==> src/rtl/fp_pkg.sv <==
// Shared definitions for the floating-point operand alignment pipeline.
//  - GRS_W      : number of guard/round/sticky bits appended below the mantissa
//  - op_w()     : IEEE operand width from exponent/mantissa field widths
//  - sig_w()    : aligned significand width (hidden + mantissa + G,R,S)
//  - a_flags_t  : per-pair flag payload carried from stage A into stage B
//  - FP_SIGN / FP_EXP / FP_MAN : field-slice macros for a packed IEEE operand
// Optional feature macro: FP_ALIGN_SPECIAL_EN adds NaN/Inf flags to the payload.

`ifndef FP_PKG_MACROS
`define FP_PKG_MACROS
`define FP_SIGN(v, ew, mw) v[(ew)+(mw)]
`define FP_EXP(v, ew, mw)  v[(ew)+(mw)-1 -: (ew)]
`define FP_MAN(v, ew, mw)  v[(mw)-1:0]
`endif

package fp_pkg;

   localparam int GRS_W = 3;

   function automatic int op_w(input int exp_w, input int man_w);
      return 1 + exp_w + man_w;
   endfunction

   function automatic int sig_w(input int man_w);
      return 1 + man_w + GRS_W;
   endfunction

   typedef struct packed {
      logic eff_sub;
`ifdef FP_ALIGN_SPECIAL_EN
      logic is_nan;
      logic is_inf;
`endif
   } a_flags_t;

endpackage

==> src/rtl/fp_align_pipe_if.sv <==
// Handshake and data bundle of the alignment pipeline.
//  master : producer/consumer side (drives X/Y/in_valid and out_ready)
//  slave  : the pipeline itself (drives in_ready and all result fields)
// Optional feature macro: FP_ALIGN_SPECIAL_EN adds out_nan / out_inf.

interface fp_align_pipe_if #(
   parameter int EXP_W = 8,
   parameter int MAN_W = 23
);
   import fp_pkg::*;

   localparam int W     = op_w(EXP_W, MAN_W);
   localparam int SIG_W = sig_w(MAN_W);

   logic             in_valid;
   logic             in_ready;
   logic [W-1:0]     X;
   logic [W-1:0]     Y;
   logic             out_valid;
   logic             out_ready;
   logic [W-1:0]     outB;
   logic [W-1:0]     outL;
   logic [EXP_W-1:0] dif;
   logic [SIG_W-1:0] big_sig;
   logic [SIG_W-1:0] lit_sig;
   logic             eff_sub;
`ifdef FP_ALIGN_SPECIAL_EN
   logic             out_nan;
   logic             out_inf;
`endif

   modport master (
      output in_valid, X, Y, out_ready,
`ifdef FP_ALIGN_SPECIAL_EN
      input  out_nan, out_inf,
`endif
      input  in_ready, out_valid, outB, outL, dif, big_sig, lit_sig, eff_sub
   );

   modport slave (
      input  in_valid, X, Y, out_ready,
`ifdef FP_ALIGN_SPECIAL_EN
      output out_nan, out_inf,
`endif
      output in_ready, out_valid, outB, outL, dif, big_sig, lit_sig, eff_sub
   );

endinterface

==> src/rtl/fp_rshift_sticky.sv <==
// Combinational right shifter for the little significand.
//  sig_in  : {hidden, mantissa, G,R,S} before alignment
//  sh      : shift amount (exponent difference)
//  sig_out : sig_in >> sh with every shifted-out bit (and the original bit0)
//            folded into bit0; shifts of SIG_W or more collapse to {0..0, |sig_in}

module fp_rshift_sticky
   import fp_pkg::*;
#(
   parameter int SIG_W = 27,
   parameter int EXP_W = 8
) (
   input  logic [SIG_W-1:0] sig_in,
   input  logic [EXP_W-1:0] sh,
   output logic [SIG_W-1:0] sig_out
);

   logic [SIG_W-1:0] shifted;
   logic [SIG_W-1:0] lost_mask;
   logic             sticky;

   // Barrel shift with sticky collection and saturation for oversized shifts
   always_comb begin
      shifted   = sig_in >> sh;
      lost_mask = ~({SIG_W{1'b1}} << sh);
      sticky    = 1'b0;
      sig_out   = {SIG_W{1'b0}};
      if (32'(sh) >= 32'(SIG_W)) begin
         sticky  = |sig_in;
         sig_out = {{(SIG_W-1){1'b0}}, sticky};
      end else begin
         sticky  = (|(sig_in & lost_mask)) | sig_in[0];
         sig_out = {shifted[SIG_W-1:1], shifted[0] | sticky};
      end
   end

endmodule

==> src/rtl/fp_align_pipe.sv <==
// Two-stage valid/ready pipeline that orders an IEEE operand pair by magnitude
// and aligns the smaller significand to the larger one.
//  clk, rst : clock and synchronous active-high reset
//  bus      : fp_align_pipe_if.slave
//             in_valid/in_ready/X/Y   operand pair handshake
//             out_valid/out_ready     result handshake
//             outB/outL               big/little operand, unmodified
//             dif                     exponent difference (>= 0)
//             big_sig/lit_sig         big significand, aligned little significand
//             eff_sub                 operand signs differ
// Stage A registers the ordering, exponent difference and flags; stage B
// registers the shifted little significand. No skid buffer: in_ready is
// combinational from stage occupancy and out_ready.
// Optional feature macro: FP_ALIGN_SPECIAL_EN adds out_nan / out_inf.

module fp_align_pipe
   import fp_pkg::*;
#(
   parameter int EXP_W = 8,
   parameter int MAN_W = 23
) (
   input  logic          clk,
   input  logic          rst,
   fp_align_pipe_if.slave bus
);

   localparam int W     = op_w(EXP_W, MAN_W);
   localparam int SIG_W = sig_w(MAN_W);
   localparam int MAG_W = EXP_W + MAN_W;

   logic             a_vld;
   logic             b_adv;
   logic [W-1:0]     a_big;
   logic [W-1:0]     a_lit;
   logic [EXP_W-1:0] a_dif;
   a_flags_t         a_flags;

   logic             y_bigger;
   logic [W-1:0]     cmp_big;
   logic [W-1:0]     cmp_lit;
   logic [EXP_W-1:0] cmp_dif;
   a_flags_t         cmp_flags;

   logic [SIG_W-1:0] lit_pre;
   logic [SIG_W-1:0] lit_shifted;

`ifdef FP_ALIGN_SPECIAL_EN
   function automatic logic op_nan(input logic [W-1:0] v);
      return (&`FP_EXP(v, EXP_W, MAN_W)) & (|`FP_MAN(v, EXP_W, MAN_W));
   endfunction

   function automatic logic op_inf(input logic [W-1:0] v);
      return (&`FP_EXP(v, EXP_W, MAN_W)) & ~(|`FP_MAN(v, EXP_W, MAN_W));
   endfunction

   logic inf_cancel;
`endif

   // Handshake: stage B frees when empty or drained; stage A frees when empty or moving on
   always_comb begin
      b_adv        = ~bus.out_valid | bus.out_ready;
      bus.in_ready = ~a_vld | b_adv;
   end

   // Magnitude ordering (sign ignored, tie keeps X big) and stage-A flags
   always_comb begin
      y_bigger  = bus.Y[MAG_W-1:0] > bus.X[MAG_W-1:0];
      cmp_flags = '0;
      if (y_bigger) begin
         cmp_big = bus.Y;
         cmp_lit = bus.X;
      end else begin
         cmp_big = bus.X;
         cmp_lit = bus.Y;
      end
      cmp_dif = `FP_EXP(cmp_big, EXP_W, MAN_W) - `FP_EXP(cmp_lit, EXP_W, MAN_W);
      cmp_flags.eff_sub = `FP_SIGN(bus.X, EXP_W, MAN_W) ^ `FP_SIGN(bus.Y, EXP_W, MAN_W);
`ifdef FP_ALIGN_SPECIAL_EN
      // Opposite-signed infinities cancel to an invalid result, reported as NaN
      inf_cancel = op_inf(bus.X) & op_inf(bus.Y) & cmp_flags.eff_sub;
      cmp_flags.is_nan = op_nan(bus.X) | op_nan(bus.Y) | inf_cancel;
      cmp_flags.is_inf = (op_inf(bus.X) | op_inf(bus.Y)) & ~cmp_flags.is_nan;
`endif
   end

   // Stage A register: captures an accepted pair
   always_ff @(posedge clk) begin
      if (rst) begin
         a_vld   <= 1'b0;
         a_big   <= {W{1'b0}};
         a_lit   <= {W{1'b0}};
         a_dif   <= {EXP_W{1'b0}};
         a_flags <= '0;
      end else if (bus.in_ready) begin
         a_vld <= bus.in_valid;
         if (bus.in_valid) begin
            a_big   <= cmp_big;
            a_lit   <= cmp_lit;
            a_dif   <= cmp_dif;
            a_flags <= cmp_flags;
         end
      end
   end

   // Little significand with implicit bit (zero for subnormals) and cleared G,R,S
   always_comb begin
      lit_pre = {|`FP_EXP(a_lit, EXP_W, MAN_W), `FP_MAN(a_lit, EXP_W, MAN_W), {GRS_W{1'b0}}};
   end

   fp_rshift_sticky #(
      .SIG_W (SIG_W),
      .EXP_W (EXP_W)
   ) u_rshift (
      .sig_in  (lit_pre),
      .sh      (a_dif),
      .sig_out (lit_shifted)
   );

   // Stage B register: result fields, held while the consumer stalls
   always_ff @(posedge clk) begin
      if (rst) begin
         bus.out_valid <= 1'b0;
         bus.outB      <= {W{1'b0}};
         bus.outL      <= {W{1'b0}};
         bus.dif       <= {EXP_W{1'b0}};
         bus.big_sig   <= {SIG_W{1'b0}};
         bus.lit_sig   <= {SIG_W{1'b0}};
         bus.eff_sub   <= 1'b0;
`ifdef FP_ALIGN_SPECIAL_EN
         bus.out_nan   <= 1'b0;
         bus.out_inf   <= 1'b0;
`endif
      end else if (b_adv) begin
         bus.out_valid <= a_vld;
         if (a_vld) begin
            bus.outB    <= a_big;
            bus.outL    <= a_lit;
            bus.dif     <= a_dif;
            bus.big_sig <= {|`FP_EXP(a_big, EXP_W, MAN_W), `FP_MAN(a_big, EXP_W, MAN_W), {GRS_W{1'b0}}};
            bus.lit_sig <= lit_shifted;
            bus.eff_sub <= a_flags.eff_sub;
`ifdef FP_ALIGN_SPECIAL_EN
            bus.out_nan <= a_flags.is_nan;
            bus.out_inf <= a_flags.is_inf;
`endif
         end
      end
   end

endmodule
==> src/flat_wrapper.sv <==
// flat-port wrapper written by rule: the top's interface ports become plain ports
module fp_align_pipe_flat import fp_pkg::*;
#(
   parameter int EXP_W = 8,
   parameter int MAN_W = 23
)
  (clk, rst, bus_in_valid, bus_X, bus_Y, bus_out_ready, bus_in_ready, bus_out_valid, bus_outB, bus_outL, bus_dif, bus_big_sig, bus_lit_sig, bus_eff_sub);
  fp_align_pipe_if #(.EXP_W(EXP_W), .MAN_W(MAN_W)) bus_i ();
  input  logic clk;
  input  logic rst;
  input wire logic [$bits(bus_i.in_valid)-1:0] bus_in_valid;
  input wire logic [$bits(bus_i.X)-1:0] bus_X;
  input wire logic [$bits(bus_i.Y)-1:0] bus_Y;
  input wire logic [$bits(bus_i.out_ready)-1:0] bus_out_ready;
  output wire logic [$bits(bus_i.in_ready)-1:0] bus_in_ready;
  output wire logic [$bits(bus_i.out_valid)-1:0] bus_out_valid;
  output wire logic [$bits(bus_i.outB)-1:0] bus_outB;
  output wire logic [$bits(bus_i.outL)-1:0] bus_outL;
  output wire logic [$bits(bus_i.dif)-1:0] bus_dif;
  output wire logic [$bits(bus_i.big_sig)-1:0] bus_big_sig;
  output wire logic [$bits(bus_i.lit_sig)-1:0] bus_lit_sig;
  output wire logic [$bits(bus_i.eff_sub)-1:0] bus_eff_sub;
  assign bus_i.in_valid = bus_in_valid;
  assign bus_i.X = bus_X;
  assign bus_i.Y = bus_Y;
  assign bus_i.out_ready = bus_out_ready;
  assign bus_in_ready = bus_i.in_ready;
  assign bus_out_valid = bus_i.out_valid;
  assign bus_outB = bus_i.outB;
  assign bus_outL = bus_i.outL;
  assign bus_dif = bus_i.dif;
  assign bus_big_sig = bus_i.big_sig;
  assign bus_lit_sig = bus_i.lit_sig;
  assign bus_eff_sub = bus_i.eff_sub;
  fp_align_pipe #(.EXP_W(EXP_W), .MAN_W(MAN_W)) u_core (.clk(clk), .rst(rst), .bus(bus_i));
endmodule
==> config.mk <==
export PLATFORM = sky130hd
export DESIGN_NAME = fp_align_pipe_flat
export DESIGN_NICKNAME = d
export VERILOG_FILES = /design/src/rtl/fp_pkg.sv /design/src/rtl/fp_align_pipe_if.sv /design/src/rtl/fp_rshift_sticky.sv /design/src/rtl/fp_align_pipe.sv /design/src/flat_wrapper.sv
export SDC_FILE = /design/constraint.sdc
export NUM_CORES = 1
export LEC_CHECK = 0
export CORE_MARGIN = 2
export CORE_UTILIZATION = 35
export DETAILED_ROUTE_END_ITERATION = 8
export PLACE_DENSITY = 0.63
export REMOVE_ABC_BUFFERS = 1
export SETUP_SLACK_MARGIN = 0.02
export SLEW_MARGIN = 40
export SYNTH_ARGS = -nofsm -noshare
export SYNTH_HDL_FRONTEND = slang
export SYNTH_SLANG_ARGS = --single-unit
==> constraint.sdc <==
create_clock -name clk -period 9 [get_ports clk]
set_input_delay 2.7 -clock clk [delete_from_list [all_inputs] [get_ports clk]]
set_output_delay 2.7 -clock clk [all_outputs]
set_load 0.02 [all_outputs]
Word-level counts from Yosys, hierarchy flattened --
Cells that the tools add are included.
Operators by class: shift-type cells 2, mux-type cells 3, reductions and logical operators 6, add/subtract/negate cells 1, bitwise logic cells 8, order comparisons 2
Operator list (number):
- $mux W32 | 2
- $gt A31 B31 Y1 | 1
- $reduce_or A31 Y1 | 1
- $and A27 B27 Y27 | 1
- $mux W27 | 1
- $not A27 Y27 | 1
- $reduce_or A27 Y1 | 1
- $shl A27 B8 Y27 const A | 1
- $shr A27 B8 Y27 | 1
- $reduce_or A8 Y1 | 2
- $ge A8 B5 Y1 const B | 1
- $sub A8 B8 Y8 | 1
- $reduce_and A2 Y1 | 2
- $or A1 B1 Y1 | 3
- $not A1 Y1 | 2
- $xor A1 B1 Y1 | 1
Word-level totals: register bits after elaboration 199, input bits 68, output and inout bits 129, word-level logic and storage cells 34

Logic depth before layout (Yosys ltp) --
Gate-level depths: netlist of the first run.
word-level depth 6, mapped depth 14, mapped depth without buffers 12

Modules after synthesis --
A second synthesis of the first run with hierarchy kept.
Unflattened totals: cell total of the unflattened synthesis 1273, area, all modules 9887.0 µm²
Modules (own cells, without submodules):
- fp_align_pipe | area each 8001.4 µm², cells each 999, instances 1
- fp_rshift_sticky | area each 1885.6 µm², cells each 274, instances 1

Least setup slack after synthesis of the first run --
Ideal clock, no wire load.
kind input to output, from input port bus_out_ready, to output port bus_in_ready, path buffers 0, setup slack 3.192 ns, stages 2, data required time 6.300 ns, arrival 3.108 ns, path through nor2b_1 -> nand2_1
Between the ends: longest elaborated chain between the ends 2
RTL lines:
- start, declared | line flat_wrapper.sv:14 | input wire logic [$bits(bus_i.out_ready)-1:0] bus_out_ready;
- $or A1 B1 Y1 | line fp_align_pipe.sv:61 | b_adv = ~bus.out_valid | bus.out_ready;
- $or A1 B1 Y1 | line fp_align_pipe.sv:62 | bus.in_ready = ~a_vld | b_adv;
- end, declared | line flat_wrapper.sv:15 | output wire logic [$bits(bus_i.in_ready)-1:0] bus_in_ready;
Every way passes these cells.

Worst setup path after layout of the first run --
Same ends and word-level chain as after synthesis.

==> results.sh, run 1 <==
export IMPL_finalPower_mw=2.17
export IMPL_clk_latency_ns=0.44
export IMPL_synth_cell_types=68
export IMPL_syn_to_final_growth_pct=27.0
export IMPL_grt_use_met1_pct=27.8
export IMPL_hpwl_mm=19.9
export IMPL_root_buffer="clkbuf_16"
export IMPL_grt_pass1_vias=8684
export IMPL_die_area_um2=28400
export IMPL_ys_flop_type="dfxtp_1"
export IMPL_hold_class="reg2reg"
export IMPL_yosysMostFrequentCell="nand2_1"
export IMPL_ys_ff_latch=176
export IMPL_clock_sinks=176
export IMPL_syn_area_um2=9480
export IMPL_antenna_found_initial=0
export IMPL_worstPathRequired_ns=6.30
export IMPL_status="complete, no violations"
export IMPL_numCtsBuffers=17
export IMPL_drt_total_wl_mm=29.4
export IMPL_diodes=0
export IMPL_grt_max_degree=107
export IMPL_clock_skew_ns=0.0121
export IMPL_critPathKind="in2out"
export IMPL_clkSlewWorstSetupHoldPaths_ns=0.06
export IMPL_grtUsageTotal_pct=20.4
export IMPL_slew_viol_final=0
export IMPL_grt_overflow=0
export IMPL_tightest_slew_ns=0.805
export IMPL_fmax_ghz=0.145
export IMPL_coreArea_um2=26800
export IMPL_ant_nets=0
export IMPL_timing_final_crit_share_pct=76.6
export IMPL_synth_top_area_share_pct=37.2
export IMPL_finalSetupViolCount=0
export IMPL_netlist_top_cells_count="nand2_1, dfxtp_1, nor2_1"
export IMPL_yosysSeqAreaShare_pct=37.2
export IMPL_multi_input_area_um2=5260
export IMPL_post_route_min_period_ns=6.89
export IMPL_drt_iter0_markers=711
export IMPL_setup_tns_ns=0
export IMPL_nNetsFinal=1489
export IMPL_regArea_um2=3520
export IMPL_postCtsSetupBuffers=0
export IMPL_synth_warnings=0
export IMPL_die_w_um=169
export IMPL_hold_viol=0
export IMPL_synthCells=1289
export IMPL_placedCellCount=1709
export IMPL_endpoint_kind="output pin"
export IMPL_static_leakage_power_nw=4.47
export IMPL_ios=197
export IMPL_slew_headroom_pct=45.9
export IMPL_drc=0
export IMPL_powerDensity_nw_per_um2=180
export IMPL_io_buffers=193
export IMPL_clock_path_buffers=2
export IMPL_worstSetupStartpointType="input port"
export IMPL_regToRegSetupSlack_ns=5.55
export IMPL_grtUsageMet3_pct=4.04
export IMPL_cp_max_fo=5
export IMPL_cts_tree="built"
export IMPL_row_count=60
export IMPL_ctsResizeCount=0
export IMPL_use_met2_pct=32.1
export IMPL_ys_async_sr_fraction_pct=0
export IMPL_fillCellCount=2694
export IMPL_drv_cap=0
export IMPL_yosysTopAreaCell="dfxtp_1"
export IMPL_drive_gt1_share_pct=5.20
export IMPL_grt_pass1_wl_mm=46.7
export IMPL_rsz0062_at_grt="no"
export IMPL_start_util_pct=35.4
export IMPL_vias=9468
export IMPL_die_height_um=169
export IMPL_fin_cells=1744
export IMPL_syn_area_per_cell_um2=7.36
export IMPL_wl_per_cell_um=16.8
export IMPL_dr_pass1_iters=5
export IMPL_arrival_ns=4.19
export IMPL_vias_per_cell=5.43
export IMPL_gp_congestion=0.887
export IMPL_synth_edff_count=0
export IMPL_synth_area_leaders="dfxtp_1, nand2_1, a21oi_1"
export IMPL_hold_buffers=0
export IMPL_irDropWorstVdd_uv=109
export IMPL_htree_levels=4
export IMPL_busiest_layer="met2"
where the power goes:
group          leakage, nW  internal [mW]  switching (mW)
clock network        0.283          0.395           0.357
registers             1.44          0.828          0.0498
logic                 2.74          0.208           0.335
total                 4.47           1.43           0.742
layer usage:
metal / vias up / wire length (um)
li1: 4667 / -
met1: 4450 / 13600
met2: 306 / 13500
met3: 45 / 1700
met4: 0 / 608
met5: - / 0
cell usage in the layout, fill, tap and decap left out, types with 6 or more instances in the layout:
cell             instances
a211oi_1                 9
a21oi_1                120
a22oi_1                 17
a311oi_1                66
a31oi_1                 11
buf_4                   11
clkbuf_16               17
clkdlybuf4s50_1        192
dfxtp_1                176
ha_1                    31
inv_1                   40
mux2_2                   8
mux2i_1                 18
nand2_1                324
nand3_1                 25
nand4_1                  8
nor2_1                 138
nor3_1                  12
nor4_1                   9
o211ai_1                 7
o21ai_0                 45
o22ai_1                  7
or3_1                    6
sequential cells by signal, summed over array words and instances, names as in the netlist:
signal and cells:
u_core.a_dif 8, u_core.bus.out_valid 1, u_core.a_big 32, u_core.a_flags 1, u_core.bus.dif 8, u_core.bus.outB 32, u_core.bus.eff_sub 1, u_core.bus.lit_sig 27
u_core.bus.outL 32, u_core.a_lit 32, u_core.a_vld 1, u_core.bus.big_sig 1
final timing paths:
kind                      startpoint                    end  cells past startpoint
setup / recovery       bus_out_ready           bus_in_ready                      4
hold reg to reg   u_core.bus.outL[8]     u_core.bus.outL[8]                      2
hold / removal    u_core.bus.outL[8]     u_core.bus.outL[8]                      2
setup reg to reg     u_core.a_dif[2]  u_core.bus.lit_sig[2]                      9
area by class of cell:
| cell class | count | share of cell area, % |
|---|---|---|
| Sequential cell | 176 | 29.3 |
| Timing Repair Buffer | 208 | 17.3 |
| Inverter | 40 | 1.25 |
| Clock buffer | 17 | 3.53 |
| Tap cell | 341 | 3.54 |
| Clock inverter | 15 | 1.41 |
| Multi-Input combinational cell | 947 | 43.7 |
worst max-delay path, stage by stage:
cell	delay, ns
clkdlybuf4s50_1	0.40
nor2b_1	0.35
nand2_1	0.17
clkdlybuf4s50_1	0.57
through the flow:
step	hold WS, ns	setup WS, ns	area [um2]	utilization, %
global route	0.477	2.06	12000	44.9
floorplan	0.426	2.42	8910	-
detailed placement	0.446	2.11	11400	42.5
global placement	0.439	2.16	11400	42.5
finish	0.452	2.11	12000	44.9
CTS	0.456	2.10	12000	44.7
cell families (layout without fill, tap and decap cells):
group	count (synthesis)	after routing	synth area share (%)
AND/OR/NAND/NOR	553	553	24.2
AO/OA/AOI/OAI	323	323	22.4
flip-flops	176	176	37.2
buffers and inverters	168	280	7.73
adder cells (fa/ha/maj)	33	33	4.30
multiplexers	30	30	3.72
XOR/XNOR	5	5	0.462
other	1	3	0.0395
Power figures use the tool's default switching activity.
==> run 2, diff against run 1 <==
Clock period 9 ns to 7.2 ns, I/O delays scaled along.
==> run 2 against run 1 <==
Routed wire length rose by 0.67%; final area fell by 0.57%; via count fell by 1.3%; die area did not move; first-iteration DRC count rose by 29%; combinational power rose by 24%; flip-flop and latch count did not move; non-clock buffer count fell by 3; sequential share of layout area rose by 0.17 points; core utilization fell by 0.26 points; clock skew rose by 0.0056 ns; critical path depth did not move; critical endpoint unchanged.
==> results.sh, run 2 (synthesis gave the netlist of run 1 again) <==
export IMPL_multi_input_area_um2=5260
export IMPL_status="complete, no violations"
export IMPL_drc=0
export IMPL_diodes=0
export IMPL_final_util_pct=44.7
export IMPL_start_util_pct=35.4
export IMPL_endpoint_kind="output pin"
export IMPL_dr_pass1_iters=5
export IMPL_clock_skew_ns=0.0176
export IMPL_irDropWorstVdd_uv=135
export IMPL_wl_per_cell_um=17.0
export IMPL_timing_final_crit_share_pct=81.2
export IMPL_worstPathRequired_ns=5.04
export IMPL_ctsResizeCount=0
export IMPL_drv_cap=0
export IMPL_ios=197
export IMPL_ant_nets=0
export IMPL_cp_max_fo=5
export IMPL_hold_class="reg2reg"
export IMPL_io_buffers=193
export IMPL_grt_overflow=0
export IMPL_grt_pass1_wl_mm=47.0
export IMPL_hold_viol=0
export IMPL_die_area_um2=28400
export IMPL_fmax_ghz=0.171
export IMPL_postCtsSetupBuffers=0
export IMPL_gp_congestion=0.888
export IMPL_setup_tns_ns=0
export IMPL_grtUsageTotal_pct=20.5
export IMPL_static_leakage_power_nw=4.45
export IMPL_drive_gt1_share_pct=4.86
export IMPL_worstSetupStartpointType="input port"
export IMPL_grt_max_degree=107
export IMPL_die_height_um=169
export IMPL_row_count=60
export IMPL_final_common_cell="nand2_1"
export IMPL_mostFrequentLayoutCells="nand2_1, clkdlybuf4s50_1, dfxtp_1"
export IMPL_die_w_um=169
export IMPL_clock_sinks=176
export IMPL_vias_per_cell=5.37
export IMPL_clk_latency_ns=0.43
export IMPL_coreArea_um2=26800
export IMPL_htree_levels=4
export IMPL_tightest_slew_ns=0.779
export IMPL_regArea_um2=3520
export IMPL_antenna_found_initial=0
export IMPL_nNetsFinal=1486
export IMPL_grt_pass1_vias=8583
export IMPL_fillCellCount=2692
export IMPL_hold_buffers=0
export IMPL_slew_headroom_pct=48.1
export IMPL_drt_iter0_markers=920
export IMPL_hpwl_mm=20.3
export IMPL_drt_total_wl_mm=29.6
export IMPL_root_buffer="clkbuf_16"
export IMPL_vias=9346
export IMPL_numCtsBuffers=17
export IMPL_powerDensity_nw_per_um2=227
export IMPL_post_route_min_period_ns=5.84
export IMPL_syn_to_final_growth_pct=26.3
export IMPL_clock_path_buffers=2
export IMPL_clkSlewWorstSetupHoldPaths_ns=0.07
export IMPL_finalSetupViolCount=0
export IMPL_slew_viol_final=0
export IMPL_rsz0062_at_grt="no"
export IMPL_critPathKind="in2out"
export IMPL_cts_tree="built"
export IMPL_arrival_ns=3.68
==> run 2: worst paths after layout <==
kind | from | endpoint | slack (ns) | depth (start not counted)
setup / recovery | bus_out_ready | bus_in_ready | 1.36 | 4
setup reg to reg | u_core.a_dif[3] | u_core.bus.lit_sig[2] | 4.03 | 9
hold reg to reg | u_core.a_big[11] | u_core.bus.outB[11] | 0.45 | 2
hold / removal | u_core.a_big[11] | u_core.bus.outB[11] | 0.45 | 2
==> run 2: routing by layer <==
layer	vias up	share of wire (%)	wire, um	track usage [%]
met5	-	0	0	0
met4	0	1.5	448	5.70
met3	31	5.8	1730	3.48
met2	294	46	13700	32.9
met1	4363	46	13700	28.4
li1	4658	-	-	-
==> run 2: layout make-up <==
cell class | count | share of cell area (%)
multi-input cells | 947 | 43.9
inverters | 40 | 1.25
clock inverters | 13 | 1.25
clock buffers | 19 | 3.61
flip-flops and latches | 176 | 29.4
repair buffers | 205 | 17.0
well taps | 341 | 3.56
==> run 2: power by group <==
| part | switching, mW | internal (mW) | total [mW] |
|---|---|---|---|
| combinational | 0.417 | 0.256 | 0.673 |
| clock | 0.422 | 0.521 | 0.942 |
| sequential | 0.0635 | 1.03 | 1.10 |
| total | 0.902 | 1.81 | 2.71 |
==> run 2: metrics by stage <==
step / hold slack, ns / cells / power, mW / instance area, um2 / setup slack [ns]
floorplan: 0.426 / 1163 / 1.52 / 8910 / 1.16
global placement: 0.438 / 1709 / 1.78 / 11400 / 1.03
detailed placement: 0.444 / 1709 / 1.79 / 11400 / 0.951
CTS: 0.453 / 1741 / 2.73 / 12000 / 1.37
global route: 0.471 / 1741 / 2.85 / 12000 / 1.13
finish: 0.452 / 1741 / 2.71 / 12000 / 1.36
==> run 2: critical path, stage by stage <==
cell and delay [ns]:
clkdlybuf4s50_1 0.40, nor2b_1 0.38, nand2_1 0.17, clkdlybuf4s50_1 0.57
==> run 3, diff against run 2 <==
Settings changed: PLACE_DENSITY 0.63 to 0.65.
Clock period 7.2 ns to 4.9 ns, I/O delays scaled along.
==> run 3 against run 2 <==
Hold slack hardly changed; first-iteration DRC count is 8.6% lower; die area is the same.
==> results.sh, run 3 (synthesis gave the netlist of run 1 again) <==
export IMPL_drt_total_wl_mm=29.7
export IMPL_postCtsSetupBuffers=0
export IMPL_drive_gt1_share_pct=6.87
export IMPL_cts_tree="built"
export IMPL_hold_viol=0
export IMPL_endpoint_kind="register"
export IMPL_arrival_ns=4.92
export IMPL_cp_max_fo=4
export IMPL_final_util_pct=45.5
export IMPL_stdcell_area_um2=12200
export IMPL_irDropWorstVdd_uv=212
export IMPL_io_buffers=193
export IMPL_finalPower_mw=4.01
export IMPL_placedCellCount=1736
export IMPL_ctsResizeCount=0
export IMPL_ios=197
export IMPL_grt_overflow=0
export IMPL_clock_sinks=176
export IMPL_htree_levels=4
export IMPL_pwr_share_comb_pct=25.2
export IMPL_coreArea_um2=26800
export IMPL_slew_headroom_pct=47.5
export IMPL_fin_cells=1768
export IMPL_row_count=60
export IMPL_root_buffer="clkbuf_16"
export IMPL_hold_buffers=0
export IMPL_mostFrequentLayoutCells="nand2_1, clkdlybuf4s50_1, dfxtp_1"
export IMPL_switching_share_pct=34.0
export IMPL_grt_pass1_wl_mm=47.7
export IMPL_hold_class="reg2reg"
export IMPL_tightest_slew_ns=0.787
export IMPL_timing_final_crit_share_pct=93.9
export IMPL_rsz0062_at_grt="no"
export IMPL_diodes=0
export IMPL_die_area_um2=28400
export IMPL_powerDensity_nw_per_um2=329
export IMPL_place_area_um2=11600
export IMPL_wl_per_cell_um=16.8
export IMPL_clkSlewWorstSetupHoldPaths_ns=0.07
export IMPL_clock_skew_ns=0.0130
export IMPL_die_w_um=169
export IMPL_clock_path_buffers=2
export IMPL_p_sw_mw=1.36
export IMPL_grt_max_degree=119
export IMPL_multi_input_area_um2=5260
export IMPL_grt_pass1_vias=8811
export IMPL_setup_tns_ns=0
export IMPL_post_route_min_period_ns=4.60
export IMPL_finalSetupViolCount=0
export IMPL_grtUsageTotal_pct=20.6
export IMPL_slew_viol_final=0
export IMPL_die_height_um=169
export IMPL_fmax_ghz=0.217
export IMPL_regArea_um2=3530
export IMPL_gp_congestion=0.914
export IMPL_ant_nets=0
export IMPL_drv_cap=0
export IMPL_start_util_pct=35.4
export IMPL_status="complete, no violations"
export IMPL_drc=0
export IMPL_dr_pass1_iters=7
export IMPL_hpwl_mm=20.7
export IMPL_final_common_cell="nand2_1"
export IMPL_static_leakage_power_nw=4.57
export IMPL_nNetsFinal=1513
export IMPL_vias_per_cell=5.40
export IMPL_worstPathRequired_ns=5.22
export IMPL_critPathKind="in2reg"
export IMPL_p_int_mw=2.64
export IMPL_antenna_found_initial=0
export IMPL_clk_latency_ns=0.43
export IMPL_fillCellCount=2610
export IMPL_seqPwrFrac_pct=40.7
export IMPL_clockPowerShare_pct=34.1
export IMPL_drt_iter0_markers=841
export IMPL_vias=9552
export IMPL_worstSetupStartpointType="input port"
export IMPL_syn_to_final_growth_pct=28.6
export IMPL_numCtsBuffers=17
-- run 3: power groups by stage --
stage               clock network [mW]  logic (mW)  registers, mW
floorplan                            0       0.539           1.69
global placement                     0       0.988           1.66
detailed placement                   0       0.999           1.66
CTS                               1.39        1.00           1.63
global route                      1.45        1.11           1.64
finish                            1.37        1.01           1.63
-- run 3: area by class of cell --
cell class                      count  share of cell area [%]
Sequential cell                   176                    28.9
Tap cell                          341                    3.50
Timing Repair Buffer              232                    18.5
Multi-Input combinational cell    947                    43.1
Inverter                           40                    1.23
Clock inverter                     14                    1.23
Clock buffer                       18                    3.52
-- run 3: critical path, cell delays in order --
cell	delay (ns)
clkdlybuf4s50_1	0.48
inv_1	0.05
ha_1	0.30
nand4_1	0.32
nor4_1	0.45
o31a_1	0.21
nor4_2	0.06
buf_4	0.18
a211oi_2	0.23
a22oi_2	0.08
a22o_1	0.30
a221oi_1	0.40
o21ai_1	0.13
a211o_1	0.27
-- run 3: worst paths after layout --
check | from | end | slack (ns) | depth (start not counted)
min reg2reg | u_core.a_big[7] | u_core.bus.outB[7] | 0.45 | 2
min | u_core.a_big[7] | u_core.bus.outB[7] | 0.45 | 2
max reg2reg | u_core.a_dif[7] | u_core.bus.lit_sig[2] | 1.82 | 8
max | bus_X[22] | u_core.a_dif[7] | 0.30 | 14
-- run 3: stage by stage --
stage	setup slack, ns	hold slack [ns]
after CTS	0.346	0.446
after global placement	0.0363	0.437
after global routing	0.154	0.470
after detailed placement	-0.0875	0.445
after floorplan	-0.447	0.426
final	0.298	0.452
-- run 3: layer usage --
layer	wire [um]	up-vias	share of wire, %	global-route usage [%]
met5	0	-	0	0
met1	14000	4511	47	28.9
met3	1300	35	4.4	3.30
met2	13900	294	47	33.2
li1	-	4712	-	-
met4	469	0	1.6	5.17
